===== src/rtl/sw_debounce.sv =====
// Two-flop synchronizer plus per-bit stability filter for board slide switches,
// with registered rise/fall pulses. Define SW_DEBOUNCE_EN to build the counter filter.
module sw_debounce #(
    parameter int WIDTH           = 10,
    parameter int DEBOUNCE_CYCLES = 500000,
    parameter int CNT_W           = $clog2(DEBOUNCE_CYCLES + 1)
) (
    input  logic             clk,
    input  logic             reset,
    input  logic [WIDTH-1:0] sw_raw,
    output logic [WIDTH-1:0] switches,
    output logic [WIDTH-1:0] sw_rise,
    output logic [WIDTH-1:0] sw_fall,
    output logic             any_change
);

    logic [WIDTH-1:0] sync1_q, sync2_q;
    logic [WIDTH-1:0] stable_q, stable_d;
    logic [WIDTH-1:0] rise_q, fall_q;
    logic             any_q;
    logic [WIDTH-1:0] accept;

`ifdef SW_DEBOUNCE_EN
    localparam logic [CNT_W-1:0] CNT_LAST = CNT_W'(DEBOUNCE_CYCLES - 1);

    logic [CNT_W-1:0] cnt_q [WIDTH];
    logic [CNT_W-1:0] cnt_d [WIDTH];

    // A bit is accepted on the cycle its mismatch run reaches DEBOUNCE_CYCLES;
    // any matching cycle or an acceptance restarts its count from zero.
    always_comb begin
        accept = '0;
        for (int i = 0; i < WIDTH; i++) begin
            cnt_d[i] = '0;
            if (sync2_q[i] != stable_q[i]) begin
                if (cnt_q[i] == CNT_LAST) begin
                    accept[i] = 1'b1;
                end else begin
                    cnt_d[i] = cnt_q[i] + 1'b1;
                end
            end
        end
    end

    always_ff @(posedge clk) begin
        // NOTE: the counters are individual flops, not a RAM, so they take the
        // reset like any other state; partial counts must not survive reset.
        if (reset) begin
            for (int i = 0; i < WIDTH; i++) cnt_q[i] <= '0;
        end else begin
            for (int i = 0; i < WIDTH; i++) cnt_q[i] <= cnt_d[i];
        end
    end
`else
    // Unfiltered build: every synchronized change is accepted immediately.
    logic unused_cfg;
    assign unused_cfg = ^{DEBOUNCE_CYCLES, CNT_W};
    assign accept     = sync2_q ^ stable_q;
`endif

    assign stable_d = stable_q ^ accept;

    always_ff @(posedge clk) begin
        // NOTE: non-blocking assignments so sync2_q samples the old sync1_q and
        // the pulses see the pre-edge sync2_q, giving a true two-flop pipeline.
        if (reset) begin
            sync1_q  <= '0;
            sync2_q  <= '0;
            stable_q <= '0;
            rise_q   <= '0;
            fall_q   <= '0;
            any_q    <= 1'b0;
        end else begin
            sync1_q  <= sw_raw;
            sync2_q  <= sync1_q;
            stable_q <= stable_d;
            rise_q   <= accept & sync2_q;
            fall_q   <= accept & ~sync2_q;
            any_q    <= |accept;
        end
    end

    assign switches   = stable_q;
    assign sw_rise    = rise_q;
    assign sw_fall    = fall_q;
    assign any_change = any_q;

endmodule

===== config.mk =====
export PLATFORM = sky130hd
export DESIGN_NAME = sw_debounce
export DESIGN_NICKNAME = d
export VERILOG_FILES = /design/src/rtl/sw_debounce.sv
export SDC_FILE = /design/constraint.sdc
export NUM_CORES = 1
export LEC_CHECK = 0
export CAP_MARGIN = 25
export CORE_ASPECT_RATIO = 0.5
export CORE_MARGIN = 8
export CORE_UTILIZATION = 43
export DETAILED_ROUTE_END_ITERATION = 7
export PLACE_DENSITY = 0.7
export RECOVER_POWER = 100
export REMOVE_ABC_BUFFERS = 1
export SLEW_MARGIN = 20
export SYNTH_ARGS = -nofsm -noshare
export SYNTH_HDL_FRONTEND = slang
export SYNTH_SLANG_ARGS = --single-unit

===== constraint.sdc =====
create_clock -name clk -period 1.2 [get_ports clk]
set_clock_uncertainty 0.05 [all_clocks]
set_input_delay 0.24 -clock clk [delete_from_list [all_inputs] [get_ports clk]]
set_output_delay 0.24 -clock clk [all_outputs]
set_load 0.05 [all_outputs]

# After elaboration in Yosys (flattened, before gate mapping)
# Cells that the tools add are included.
[totals] output_inout_bits=31 ramBits=0 rom_bits=0 in_bits=12 regBits=51 mem_count=0 latch_bits=0 wordCells=12
[classes] bitwise=5 multipliers=0 addsub=0 div_mod_pow=0 shift=0 reduce_logical=1 eq_ne=0 mux=0 n_lt_le_gt_ge=0
[ops] op="$and 10x10->10" n=2
[ops] op="$xor 10x10->10" n=2
[ops] op="$not 10->10" n=1
[ops] op="$reduce_or 10->1" n=1

# Logic depth before layout (Yosys ltp)
[depth] ltp_word=2 mapped_depth=4 mapped_depth_nobuf=4

# Worst setup path after synthesis
# Ideal clock, no wire load.
[synth_timing] path_type="reg2reg" start="register stable_q[8] (netlist: switches[8])" end="register any_q (netlist: any_change)" required_time_ns=1.069 path_stages_with_launch=5 arrival_time_ns=1.437 n_path_buf=0 path_slack_ns=-0.367 path_cell_list="dfxtp_1 > inv_1 > ha_1 > and4_1 > a41oi_1"
[synth_between] elab_chain_cells=2
[synth_lines] item="start, declared" line_no="18" source="logic [WIDTH-1:0] stable_q, stable_d;"
[synth_lines] item="start signal, assigned" line_no="76" source="stable_q <= stable_d;"
[synth_lines] item="$xor 10x10->10" line_no="58" source="assign accept = sync2_q ^ stable_q;"
[synth_lines] item="$reduce_or 10->1" line_no="79" source="any_q <= |accept;"
[synth_lines] item="end signal, assigned" line_no="79"
[synth_lines] item="end, declared" line_no="20" source="logic any_q;"
# No other way between the ends.
# A chain may end at the register's enable or synchronous reset.

# Final worst setup path
[layout_timing] start="register stable_q[0] (netlist: switches[0])" end="output switches[0]"
[layout_lines] item="end, declared" line_no="11" source="output logic [WIDTH-1:0] switches,"
# No word-level cell between the ends.

==> results.py <==
metrics = {
    "logic_synthesis": {
        "synth_edf_count": 0,
        "synthArstFlopShare_pct": 0,
        "yosysWarnings": 0,
        "synthCells": 159,
        "yosysSeqAreaShare_pct": 57.6,
        "yosys-top-cells-count": "dfxtp_1, nor2b_1, ha_1, inv_1",
        "synth_seq_cells": 51,
        "syn_avg_cell_area_sq_um": 11.2,
        "yosysMostFrequentCell": "dfxtp_1",
        "yosysTopAreaCell": "dfxtp_1",
        "yosysUniqueCellTypes": 9,
        "synth-main-ff-cell": "dfxtp_1",
        "syn-cell-area_sq_um": 1770,
        "synth.top_cell.area_share_pct": 57.6,
        "synth.area.top_cells": "dfxtp_1, ha_1, nor2b_1",
    },
    "worst_setup_path": {
        "crit_path_end_kind": "primary output",
        "critPathArrivalTime_ns": 0.90,
        "path_class": "reg -> out",
        "rr_endpoint": "any_change$_SDFF_PP0_",
        "reg2reg_setup_slack_ns": 0.02,
        "worstPathMaxFanout": 3,
        "ff2ff_path_depth": 4,
        "worstReg2RegStart": "switches[2]$_SDFF_PP0_",
        "critical_path_required_ns": 0.91,
        "startpoint_type": "register",
    },
    "place": {
        "dp.cells": 264,
        "place.gp.congestion": 0.664,
        "hpwl_mm": 2.31,
        "portBuffers": 42,
    },
    "status": {
        "outcome": "complete, no violations",
    },
    "floorplanning": {
        "initial_core_util_pct": 45.2,
        "die_area_sq_um": 6560,
        "num_io_pins": 43,
        "die_h_um": 61.4,
        "fp.dieW_um": 107,
        "num_rows": 16,
        "core_area_sq_um": 3920,
    },
    "finish": {
        "layoutNonFillerInstCount": 281,
        "num_antenna_cells": 0,
        "area_delta_synth_final_pct": 66.7,
        "multiInputGateArea_sq_um": 734,
        "fill_cells": 246,
        "seq_area_sq_um": 1040,
        "fin_util_pct": 75.3,
        "num-nets-final": 258,
        "drive_above_1_share_pct": 34.8,
    },
    "detailed_routing": {
        "drtIter0Drc": 14,
        "vias": 1190,
        "drcViolationCount": 0,
        "final_antenna_net_count": 0,
        "wl_mm": 3.30,
        "post_drt_wl_per_cell_um": 11.7,
        "drt-pass1-iter-count": 2,
        "via_per_inst": 4.23,
    },
    "pwr": {
        "power_leakage_nw": 1.25,
        "powerDensity_nw_per_um2": 1950,
        "vdd_ir_drop_max_uv": 931,
    },
    "cts": {
        "cts_sinks": 51,
        "ctsHtreeMaxLevel": 2,
        "cts_hold_buf": 0,
        "clock-root-buffer": "clkbuf_8",
        "clkTransAtPathRegs_ns": 0.08,
        "cts_inserted_buffers": 5,
        "cts_buffer_depth": 2,
        "cts_tree": "done",
        "worstSkewPairLatency_ns": 0.30,
    },
    "sta": {
        "setup_viol": 0,
        "period_share_pct": 98.9,
        "min_period_ns": 1.19,
        "slew_headroom_pct": 75.0,
        "worstMarginPinSlew_ns": 0.375,
        "slew_viol_final": 0,
        "hold_viol": 0,
        "clock.fmax_mhz": 843,
        "rsz0062_at_grt": "yes",
        "hold-worst-slack_ns": 0.231,
    },
    "grt": {
        "grt_usage_pct": 10.7,
        "grt_max_degree": 21,
        "grt_pass1_vias": 1181,
        "antenna_found_initial": 0,
        "grt_pass1_wl_mm": 5.35,
        "grt_overflow": 0,
    },
    "hold_path": {
        "worstHoldStart": "reset",
        "holdPathEnd": "sw_fall[7]$_SDFF_PP0_",
        "min_path_cells": 2,
        "hp-class": "in -> reg",
    },
    "flow_run": {
        "drv_cap": 0,
    },
}
==> placed cells by master, fill, tap and decap left out <==
cell type        synthesis  routed
a41oi_2                  0       1
and4_1                   2       2
buf_12                   0      32
buf_2                    5       1
buf_4                    0      12
buf_6                    0       9
clkbuf_1                 0       1
clkbuf_2                 0       1
clkbuf_8                 0       7
clkdlybuf4s50_1          0       3
dfxtp_1                 51      41
dfxtp_2                  0       9
dfxtp_4                  0       1
dlygate4sd3_1            0       7
ha_1                    20      14
ha_4                     0       6
inv_1                   20      20
nor2_1                  10      10
nor2b_1                 40      40
xor2_1                  10      10
==> where the power goes <==
| group | internal [mW] | switching [mW] |
|---|---|---|
| Clock | 0.526 | 0.520 |
| Sequential | 1.94 | 0.157 |
| Combinational | 1.36 | 1.26 |
| Total | 3.83 | 1.93 |
==> repair_timing <==
action / 4_1_cts / 5_1_grt
pin swaps: 3 / 2
gates resized for setup: 23 / 4
setup endpoints to repair: 12 / 13
setup buffers: 2 / 8
==> layer usage <==
metal	GRT usage (%)	vias to the layer above	share of wire [%]
met5	0	-	0
met4	7.72	0	2.5
met3	4.07	8	5.0
met2	20.1	20	53
met1	9.86	556	39
li1	-	606	-
==> area by class of cell <==
cell class	instances	share of cell area [%]
well taps	54	2.29
flip-flops and latches	51	35.1
multi-input cells	83	24.9
clock buffers	8	3.39
inverters	20	2.54
repair buffers	65	31.9
==> registers in the layout, summed over array words and instances, names as in the netlist <==
name / count
sync1_q: 10
sw_rise: 10
sw_fall: 10
any_change: 1
sync2_q: 10
switches: 10
==> worst max-delay path by stage <==
stage	to	slack, ns	from
after floorplan	any_change$_SDFF_PP0_	-0.37	switches[8]$_SDFF_PP0_
after CTS	switches[0]	-0.007	switches[0]$_SDFF_PP0_
after global routing	switches[0]$_SDFF_PP0_	-0.04	switches[0]$_SDFF_PP0_
after detailed placement	any_change$_SDFF_PP0_	-0.002	switches[7]$_SDFF_PP0_
after global placement	any_change$_SDFF_PP0_	0.02	switches[8]$_SDFF_PP0_
final	switches[0]	0.01	switches[0]$_SDFF_PP0_
==> critical path, stage by stage (launching register included) <==
cell	delay, ns
dfxtp_2	0.34
buf_6	0.12
buf_12	0.14
==> kinds of logic (layout without fill, tap and decap cells) <==
kind of cell             Yosys count  count (layout)  share of synthesized area [%]
XOR/XNOR                          10              10                           4.94
flip-flops                        51              51                           57.6
adder cells (fa/ha/maj)           20              20                           14.1
buffers and inverters             25              93                           5.65
AO/OA/AOI/OAI                      1               1                          0.494
AND/OR/NAND/NOR                   52              52                           17.2
==> per-stage QoR <==
step,total power [mW],setup TNS (ns),instance area (sq um),setup WS [ns]
floorplan,3.18,-2.82,1750,-0.367
global placement,4.34,0,2670,0.0228
detailed placement,4.40,-0.00214,2670,-0.00214
CTS,5.65,-0.00721,2880,-0.00721
global route,6.08,-0.161,2960,-0.0412
finish,5.76,0,2960,0.0134
Note: power is estimated with default switching activity, not from simulation.
